`config.mk`:
```
export PLATFORM = sky130hd
export DESIGN_NAME = instr_stream_encoder
export DESIGN_NICKNAME = d
export VERILOG_FILES = /design/src/rtl/instr_enc_pkg.sv /design/src/rtl/instr_field_pack.sv /design/src/rtl/instr_stream_encoder.sv
export SDC_FILE = /design/constraint.sdc
export NUM_CORES = 1
export LEC_CHECK = 0
export CAP_MARGIN = 25
export CORE_ASPECT_RATIO = 0.8
export CORE_UTILIZATION = 35
export CTS_CLUSTER_DIAMETER = 200
export DETAILED_ROUTE_END_ITERATION = 16
export GPL_TIMING_DRIVEN = 0
export PLACE_DENSITY_LB_ADDON = 0.2
export SLEW_MARGIN = 40
export SYNTH_ARGS = -nofsm -noshare
export SYNTH_HDL_FRONTEND = slang
export SYNTH_SLANG_ARGS = --single-unit
```
`constraint.sdc`:
```
create_clock -name clk -period 1.7 [get_ports clk]
set_clock_uncertainty 0.05 [all_clocks]
set_input_delay 0.34 -clock clk [delete_from_list [all_inputs] [get_ports clk]]
set_output_delay 0.34 -clock clk [all_outputs]
set_load 0.1 [all_outputs]
```
`src/rtl/instr_enc_pkg.sv`:
```
// Shared encoding constants, micro-op kinds and FSM states for instr_stream_encoder.
package instr_enc_pkg;

  typedef enum logic [4:0] {
    K_ADD   = 5'd0,  K_SUB  = 5'd1,  K_SLL  = 5'd2,  K_XOR  = 5'd3,
    K_SRL   = 5'd4,  K_OR   = 5'd5,  K_AND  = 5'd6,  K_ADDI = 5'd7,
    K_LBU   = 5'd8,  K_SB   = 5'd9,  K_BEQ  = 5'd10, K_BNE  = 5'd11,
    K_AUIPC = 5'd12, K_LUI  = 5'd13, K_JAL  = 5'd14, K_JALR = 5'd15
  } op_kind_e;

  typedef enum logic [2:0] {FMT_R, FMT_I, FMT_S, FMT_B, FMT_U, FMT_J} fmt_e;

  typedef enum logic [1:0] {S_IDLE, S_LOAD, S_DONE, S_ERR} enc_state_e;

  localparam logic [6:0] OPC_OP     = 7'b0110011;
  localparam logic [6:0] OPC_OPIMM  = 7'b0010011;
  localparam logic [6:0] OPC_LOAD   = 7'b0000011;
  localparam logic [6:0] OPC_STORE  = 7'b0100011;
  localparam logic [6:0] OPC_BRANCH = 7'b1100011;
  localparam logic [6:0] OPC_AUIPC  = 7'b0010111;
  localparam logic [6:0] OPC_LUI    = 7'b0110111;
  localparam logic [6:0] OPC_JAL    = 7'b1101111;
  localparam logic [6:0] OPC_JALR   = 7'b1100111;

  localparam logic [2:0] F3_ADD = 3'b000;
  localparam logic [2:0] F3_SLL = 3'b001;
  localparam logic [2:0] F3_XOR = 3'b100;
  localparam logic [2:0] F3_SRL = 3'b101;
  localparam logic [2:0] F3_OR  = 3'b110;
  localparam logic [2:0] F3_AND = 3'b111;
  localparam logic [2:0] F3_LBU = 3'b100;
  localparam logic [2:0] F3_BEQ = 3'b000;
  localparam logic [2:0] F3_BNE = 3'b001;

  localparam logic [6:0] F7_BASE = 7'b0000000;
  localparam logic [6:0] F7_SUB  = 7'b0100000;

endpackage

```
`src/rtl/instr_field_pack.sv`:
```
// Combinational RV32I bit packer for one micro-op.
// Immediate range checking is compiled in with ENC_IMM_CHECK_EN.
module instr_field_pack
  import instr_enc_pkg::*;
(
  input  logic [4:0]  kind,
  input  logic [4:0]  rd,
  input  logic [4:0]  rs1,
  input  logic [4:0]  rs2,
  input  logic [31:0] imm,
  output logic [31:0] word,
  output logic        illegal,
  output logic        range_err
);

  fmt_e       fmt;
  logic [6:0] opc;
  logic [6:0] f7;
  logic [2:0] f3;

  always_comb begin
    fmt     = FMT_R;
    opc     = OPC_OP;
    f7      = F7_BASE;
    f3      = F3_ADD;
    illegal = 1'b0;
    case (kind)
      K_ADD:   f3 = F3_ADD;
      K_SUB:   begin f3 = F3_ADD; f7 = F7_SUB; end
      K_SLL:   f3 = F3_SLL;
      K_XOR:   f3 = F3_XOR;
      K_SRL:   f3 = F3_SRL;
      K_OR:    f3 = F3_OR;
      K_AND:   f3 = F3_AND;
      K_ADDI:  begin fmt = FMT_I; opc = OPC_OPIMM; end
      K_LBU:   begin fmt = FMT_I; opc = OPC_LOAD; f3 = F3_LBU; end
      K_SB:    begin fmt = FMT_S; opc = OPC_STORE; end
      K_BEQ:   begin fmt = FMT_B; opc = OPC_BRANCH; f3 = F3_BEQ; end
      K_BNE:   begin fmt = FMT_B; opc = OPC_BRANCH; f3 = F3_BNE; end
      K_AUIPC: begin fmt = FMT_U; opc = OPC_AUIPC; end
      K_LUI:   begin fmt = FMT_U; opc = OPC_LUI; end
      K_JAL:   begin fmt = FMT_J; opc = OPC_JAL; end
      K_JALR:  begin fmt = FMT_I; opc = OPC_JALR; end
      default: illegal = 1'b1;
    endcase
  end

  always_comb begin
    word = '0;
    case (fmt)
      FMT_R: word = {f7, rs2, rs1, f3, rd, opc};
      FMT_I: word = {imm[11:0], rs1, f3, rd, opc};
      FMT_S: word = {imm[11:5], rs2, rs1, f3, imm[4:0], opc};
      FMT_B: word = {imm[12], imm[10:5], rs2, rs1, f3, imm[4:1], imm[11], opc};
      FMT_U: word = {imm[31:12], rd, opc};
      FMT_J: word = {imm[20], imm[10:1], imm[11], imm[19:12], rd, opc};
      default: word = '0;
    endcase
  end

`ifdef ENC_IMM_CHECK_EN
  // A value fits N signed bits when everything above bit N-2 is a pure sign extension.
  logic s12, s13, s21;
  assign s12 = (&imm[31:11]) | ~(|imm[31:11]);
  assign s13 = (&imm[31:12]) | ~(|imm[31:12]);
  assign s21 = (&imm[31:20]) | ~(|imm[31:20]);

  always_comb begin
    range_err = 1'b0;
    if (!illegal) begin
      case (fmt)
        FMT_I, FMT_S: range_err = !s12;
        FMT_B:        range_err = !s13 || imm[0];
        FMT_J:        range_err = !s21 || imm[0];
        FMT_U:        range_err = |imm[11:0];
        default:      range_err = 1'b0;
      endcase
    end
  end
`else
  assign range_err = 1'b0;
`endif

endmodule

```
`src/rtl/instr_stream_encoder.sv`:
```
// Micro-op stream to RV32I instruction-memory loader (program-load path).
// Optional immediate range checking: define ENC_IMM_CHECK_EN.
module instr_stream_encoder
  import instr_enc_pkg::*;
#(
  parameter int ADDR_W = 12,
  parameter int DEPTH  = 1024
) (
  input  logic              clk,
  input  logic              rst_n,
  input  logic              start,
  input  logic [ADDR_W-1:0] base_addr,
  input  logic              op_valid,
  output logic              op_ready,
  input  logic              op_last,
  input  logic [4:0]        op_kind,
  input  logic [4:0]        op_rd,
  input  logic [4:0]        op_rs1,
  input  logic [4:0]        op_rs2,
  input  logic [31:0]       op_imm,
  output logic              imem_we,
  output logic [ADDR_W-1:0] imem_addr,
  output logic [31:0]       imem_wdata,
  output logic              done,
  output logic              error,
  output logic [ADDR_W-1:0] words_written
);

  enc_state_e        state;
  logic [ADDR_W-1:0] ptr;
  logic [31:0]       word;
  logic              illegal;
  logic              range_err;
  logic              accept;
  logic              full;

  instr_field_pack u_pack (
    .kind      (op_kind),
    .rd        (op_rd),
    .rs1       (op_rs1),
    .rs2       (op_rs2),
    .imm       (op_imm),
    .word      (word),
    .illegal   (illegal),
    .range_err (range_err)
  );

  assign accept = op_valid && op_ready;
  assign full   = (words_written == ADDR_W'(DEPTH));

  always_ff @(posedge clk) begin
    if (!rst_n) begin
      state         <= S_IDLE;
      ptr           <= '0;
      op_ready      <= 1'b0;
      imem_we       <= 1'b0;
      imem_addr     <= '0;
      imem_wdata    <= '0;
      done          <= 1'b0;
      error         <= 1'b0;
      words_written <= '0;
    end else begin
      imem_we <= 1'b0;
      case (state)
        S_IDLE, S_DONE, S_ERR: begin
          if (start) begin
            state         <= S_LOAD;
            ptr           <= {base_addr[ADDR_W-1:2], 2'b00};
            words_written <= '0;
            done          <= 1'b0;
            error         <= 1'b0;
            op_ready      <= 1'b1;
          end
        end
        S_LOAD: begin
          if (accept) begin
            // Bad ops and overflow abort without touching memory.
            if (illegal || range_err || full) begin
              state    <= S_ERR;
              error    <= 1'b1;
              op_ready <= 1'b0;
            end else begin
              imem_we       <= 1'b1;
              imem_addr     <= ptr;
              imem_wdata    <= word;
              ptr           <= ptr + ADDR_W'(4);
              words_written <= words_written + ADDR_W'(1);
              if (op_last) begin
                state    <= S_DONE;
                done     <= 1'b1;
                op_ready <= 1'b0;
              end
            end
          end
        end
        default: begin
          state    <= S_IDLE;
          op_ready <= 1'b0;
        end
      endcase
    end
  end

endmodule

```
==> Word level (Yosys, flattened, before mapping) <==
Cells that the tools add are included.
{ "totals": {"mem_count": 0, "latch_bits": 0, "in_bits": 69, "rom_bits": 0, "ff_bits": 74, "output_inout_bits": 60, "mem_bits_rw": 0, "elab_cells": 93} }
{ "classes": {"n_lt_le_gt_ge": 0, "n_addsub": 2, "multipliers": 0, "n_bitwise": 1, "n_div": 0, "shifts": 0, "n_mux": 33, "reduce_logical": 18, "eq_ne": 30} }
{ "op_table": {"columns": ["cell", "n"], "rows": [
  ["32-bit case mux with 6 select lines", 1],
  ["12-bit two-way mux", 6],
  ["7-bit case mux with 8 select lines", 1],
  ["12-bit case mux with 2 select lines", 2],
  ["5-bit by 4-bit equality test with 1-bit output (second input constant)", 8],
  ["3-bit case mux with 5 select lines", 2],
  ["5-bit by 3-bit equality test with 1-bit output (second input constant)", 4],
  ["16-bit OR reduction", 1],
  ["3-bit AND reduction", 5],
  ["12-bit by 1-bit adder with 12-bit output (second input constant)", 1],
  ["12-bit by 3-bit adder with 12-bit output (second input constant)", 1],
  ["12-bit by 11-bit equality test with 1-bit output (second input constant)", 1],
  ["1-bit two-way mux", 12],
  ["5-bit by 2-bit equality test with 1-bit output (second input constant)", 2],
  ["2-bit inequality test (second input constant)", 5],
  ["2-bit two-way mux", 4],
  ["2-bit OR reduction", 4],
  ["3-bit by 2-bit equality test with 1-bit output (second input constant)", 2],
  ["3-bit equality test (second input constant)", 2],
  ["6-bit two-way mux", 1],
  ["1-bit case mux with 2 select lines", 3],
  ["3-bit OR reduction", 2],
  ["5-bit by 1-bit equality test with 1-bit output (second input constant)", 1],
  ["5-bit zero test", 1],
  ["11 further kinds", 12]
]} }

==> Logic depth before layout (Yosys ltp) <==
{ "logic_depth": {"depth_word": 7, "ltp_mapped": 9, "depth_no_buf": 7} }

==> Modules after synthesis <==
Synthesis repeated with hierarchy kept, for this count alone.
{ "hier_totals": {"cells_unflattened": 466, "area_unflattened_um2": 3593.4} }
{ "by_module_without_submodules": {"columns": ["module", "n_inst", "cells_per_inst", "seq_area_each_um2", "area_per_inst_um2"], "rows": [
  ["instr_stream_encoder", 1, 371, 1401.3, 2935.3],
  ["instr_field_pack", 1, 95, 0.0, 658.1]
]} }

==> Least setup slack after synthesis <==
OpenSTA, ideal clock, no wires.
{ "synth_path": {"path_kind": "register to register", "start": "reg words_written[0]", "end": "reg words_written[9]", "slack_ns": -0.889, "required_ns": 1.580, "setup_ns": 0.070, "path_stages_with_launch": 8, "synth_period_minus_slack_ns": 2.589, "n_path_buf": 0, "arrival_time_ns": 2.469, "path_cell_list": "dfxtp_1 inv_1 ha_1 nor4b_2 o2111ai_2 o2111ai_2 or4_1 a21oi_1"} }
{ "synth_between": {"elab_chain_cells": 4, "elab_cells_between_ends": 8, "classes_between": "add/sub: 1; eq/ne: 2; mux: 3; reduce/logical: 2"} }
{ "synth_lines": {"columns": ["element", "line", "source"], "rows": [
  ["start, declared", "instr_stream_encoder.sv:26", "output logic [ADDR_W-1:0] words_written"],
  ["start signal, assigned", "instr_stream_encoder.sv:87", "words_written <= words_written + ADDR_W'(1);"],
  ["12-bit by 1-bit adder with 12-bit output / 12-bit by 11-bit equality test with 1-bit output (equally long branches)", "instr_stream_encoder.sv:87, instr_stream_encoder.sv:49", null],
  ["12-bit two-way mux / 1-bit logical OR (equally long branches)", "instr_stream_encoder.sv:78", "if (illegal || range_err || full) begin"],
  ["12-bit two-way mux / 2-bit inequality test (equally long branches)", null, null],
  ["12-bit case mux with 2 select lines / 3-bit AND reduction (equally long branches)", null, null]
]} }
Parallel ways exist; a longest one is shown, timed or not. The select of a mux whose other input is x is not followed.
A chain may end at the register's enable or synchronous reset.

==> Worst setup path in the final report <==
{ "layout_path": {"start": "in start", "end": "reg words_written[9]"} }
{ "layout_between": {"elab_chain_cells": 2} }
{ "layout_lines": {"columns": ["element", "line", "source"], "rows": [
  ["start, declared", "instr_stream_encoder.sv:11", "input logic start,"],
  ["2-bit inequality test (no source line)", null, null],
  ["3-bit AND reduction (no source line)", null, null]
]} }
No other way between the ends.

==> run summary <==
The layout overhead on the synthesized area came out at 67.3%. The floorplan step defined a core boundary enclosing 9270 um^2. The class of the worst hold path is reg -> reg. After synthesis, the largest family of logic cells by area is compound AO/OA/AOI/OAI gates.

The number of storage elements in the synthesis netlist came out at 69. The horizontal die dimension came out at 113 um. The clock root buffer master is clkbuf_16.

The maximum number of pins on one net before global-route repair is 12. The slowest stage of the critical path belongs to the cell clkdlybuf4s50_1. The number of nets still failing antenna checks after routing is 0. The die covers 10,200 um^2.

The worst stage delay on the critical path came out at roughly 0.57 ns. The wire length of the first global-routing pass came out at 18.7 mm. The total CTS buffers came out at 9. The net count of the finished layout is between 600 and 700. Of the total power, the clock network draws between 40% and 50%. The number of antenna diodes in the final layout is 0.

Once routing completed, OpenROAD measured the worst setup slack at -0.128 ns. Using the TritonRoute via totals, the vias-per-cell ratio works out to about 5.7. The clock transition at the registers of the reported paths is roughly 0.050 ns.

The post-synthesis simple-gate area fraction is about a quarter. The cell area that synthesis handed to floorplanning was 3430 um^2. Summing the areas of all xor and xnor instances in the mapped netlist gives less than 1% of the synthesized area. The family with the most delay on the worst path is buffers and inverters.

Detailed routing inserted a total of 3,989 vias. The post-synthesis adder-cell area fraction came out at 1.09%. The net switching power of the design came out at between 0.001 and 0.0015 W. The type of destination of the critical path is a flop. The count of flip-flops with a built-in enable after synthesis is 0.

A synthesized cell averages between 8 and 9 um^2. The global router's overall resource usage is roughly a quarter. The initial antenna violation count is 0. The signal on the critical path passes through clkdlybuf4s50_1 -> inv_2 -> o2111ai_4 -> o2111ai_4 -> or4_1 -> a21oi_1. The power density of the placed cells came out at about 730 nW/um^2. The final reports fail on negative setup slack. The class of the most critical setup path is in -> reg. The maximum fanout count along the critical path is 4. The count of final setup violators came out at 50. The analysis attributes to cell leakage a power of 2.38 nW. Summing the sequential cell areas from Yosys gives 40.2% of the chip area.

The complex-gate fraction of the synthesized area is 24.1%. The actual slew at the worst max-slew pin came out at 0.761 ns. The number of standard cells in the layout, taps in and fillers out is 706. The number of buffers between clock root and the deepest sink is 2. Row generation in the floorplan step produced 31 rows. The required time at the worst-slack endpoint came out at between 1.5 and 2 ns. The violation count after the first detailed-routing iteration is 237. The share of post-route cells with drive strength above 1 came out at roughly 41%.

The arrival time reported for the critical path endpoint is 2.04 ns. In the final routed layout, each cell accounts on average for 18.6 um. The worst max-slew margin expressed relative to the limit came out at about half. In this run, placement finished with an instance count of approximately 660. The final weighted congestion of routability-driven global placement came out at around 0.87. In this run the tool buffered the top-level ports with about 120 buffer cells. The share of the clock period used by the worst path came out at 108%. The switching power as a share of total power came out at 27.9%. The Yosys step of the flow raised 0 warnings. The worst setup path is launched from a primary input. The minimum period implied by the final worst setup slack is around 1.8 ns. The prevailing post-synth register cell is dfxtp_1. The number of distinct standard cells referenced by the synthesized netlist came out at 56. The clock reaches the later pin of the worst-skew pair after ~0.34 ns.

The cell-internal power is about 0.0030 W. The total buffers and inverters traversed by the critical path came out at 2. The number of hold-repair buffers added at the cts stage is 0. The number of search-and-repair iterations in the first detailed-routing pass came out at 5. The wire length reported by the detailed router came out at 13.1 mm.

The cell that appears most often on the critical path is o2111ai_4. The die boundary height is 90.6 um. Summing all multi-input logic gate instances after layout gives 2320 um^2. The multiplexer share of the synthesized area came out at 3.79%. The maximum achievable frequency came out at between 500 and 600 MHz.

The sequential cell fraction of total power came out at 40.2%. The total of max-cap violations came out at 0. The residual DRC count is 0. The register cell area after layout is 1420 um^2. The total global routing overflow is 0. VDD sags by at most 0.429 mV. The post-synthesis cell count came out at 425. TritonCTS built the clock tree. The via count of the first global-routing pass came to 3,715. The number of levels the H-tree was split into came out at 3.

Counting every sink on the clock net gives 69. The number of ports placed on the die boundary came out at 129. The final count of pins violating max slew is 0. The flow ran to the end, but the final reports show violations. The number of failing hold endpoints at the final stage is 0. Hold timing on the final database bottoms out at a slack of 0.412 ns. The fill cell instance count of the final layout is a little under 800. The final HPWL from detailed placement came out at 8.35 mm.

Once the floorplan was initialized, standard cells occupied 37.0% of the core. The share of flip-flops with an asynchronous set or reset after synthesis is 0%. The combinational share of power is 17.8%. Setup repair after global routing could not meet its margin everywhere.
==> layout make-up <==
class,count,share of cell area [%]
Sequential cell,69,24.7
Buffer,31,4.47
Timing Repair Buffer,151,22.5
Multi-Input combinational cell,316,40.4
Inverter,8,0.697
Clock inverter,1,0.0871
Tap cell,115,2.51
Clock buffer,15,4.68
==> cell usage after synthesis (7+ instances only) <==
| cell | number | share of area [%] |
|---|---|---|
| a21oi_1 | 52 | 7.6 |
| a31oi_1 | 8 | 1.5 |
| buf_2 | 11 | 1.6 |
| clkbuf_1 | 15 | 1.6 |
| dfxtp_1 | 69 | 40 |
| inv_1 | 7 | 0.77 |
| mux2i_1 | 13 | 3.8 |
| nand2_1 | 64 | 7.0 |
| nand3_1 | 13 | 1.9 |
| nor2_1 | 33 | 3.6 |
| nor3_1 | 12 | 1.7 |
| o21ai_0 | 21 | 3.1 |
==> metrics by stage <==
step / power (W) / area, um^2 / TNS [ns] / utilization (%) / worst slack [ns]
after floorplan: 0.00210 / 3570 / -7.62 / - / -0.232
after global placement: 0.00236 / 4920 / -36.67 / 53.1 / -0.812
after detailed placement: 0.00235 / 4630 / -29.24 / 50.0 / -0.822
after CTS: 0.00413 / 5150 / -2.81 / 55.6 / -0.0850
after global routing: 0.00434 / 5740 / -5.34 / 62.0 / -0.188
final: 0.00420 / 5740 / -2.11 / 62.0 / -0.128
==> worst reg2reg max path, delay by kind of cell (launching register included) <==
| family | cells | cell delay (ns) |
|---|---|---|
| simple gates | 2 | 0.58 |
| flops | 1 | 0.37 |
| compound gates | 2 | 0.33 |
| mux | 1 | 0.20 |
| buf+inv | 1 | 0.15 |
==> cell families (layout without fill, tap and decap cells) <==
family | Yosys count | after routing
AO/OA/AOI/OAI | 129 | 129
XOR/XNOR | 2 | 2
adder cells (fa/ha/maj) | 3 | 3
buffers and inverters | 42 | 206
flip-flops | 69 | 69
multiplexers | 13 | 13
other | 1 | 2
AND/OR/NAND/NOR | 166 | 167
==> repair_timing <==
item                                    in CTS  in global routing
buffers inserted                            16                  7
resized for setup                           35                104
gates cloned                                 0                  8
pin swaps                                    8                 23
endpoints found under the setup margin      64                 64
==> routing by layer <==
layer | vias up | share of wire [%] | track usage [%]
met2 | 191 | 47 | 37.8
met3 | 26 | 7.8 | 7.38
li1 | 1865 | - | -
met4 | 0 | 2.1 | 8.67
met5 | - | 0 | 0
met1 | 1907 | 43 | 29.8
==> worst paths after layout <==
kind,end,depth (start not counted),startpoint,slack [ns]
worst max-delay path,words_written[9],6,start,-0.13
worst max register to register,ptr[2],6,words_written[2],-0.12
worst min register to register,imem_wdata[13],2,imem_wdata[13],0.41
worst min-delay path,imem_wdata[13],2,imem_wdata[13],0.41
==> sequential cells by signal (all words and copies together) (netlist names) <==
signal	count
imem_wdata	31
words_written	12
imem_addr	10
ptr	10
state	2
done	1
error	1
imem_we	1
op_ready	1
==> power by group through the flow <==
stage | clock network, W | registers [W] | logic (W)
after CTS | 0.00178 | 0.00168 | 0.000676
after global routing | 0.00186 | 0.00169 | 0.000791
after floorplan | 0 | 0.00182 | 0.000274
after global placement | 0 | 0.00171 | 0.000651
after detailed placement | 0 | 0.00171 | 0.000643
final | 0.00176 | 0.00169 | 0.000748
==> cells in the final DEF (no fill, tap or decap), types with 6 or more instances in the layout <==
cell and n:
nand2_2 8, clkbuf_2 6, nand3_1 7, o21ai_2 11
clkdlybuf4s50_1 60, nor2_1 19, dfxtp_4 7, buf_6 7
clkbuf_16 17, buf_4 21, nor2_4 11, a31oi_1 7
nand2_1 48, mux2i_1 13, buf_2 61, o21ai_1 6
dfxtp_2 10, clkbuf_1 14, o21ai_0 10, nand2_4 7
a21oi_1 34, dfxtp_1 52, nor3_1 8, a21oi_2 18
No activity file was read; power rests on OpenSTA's default activity.
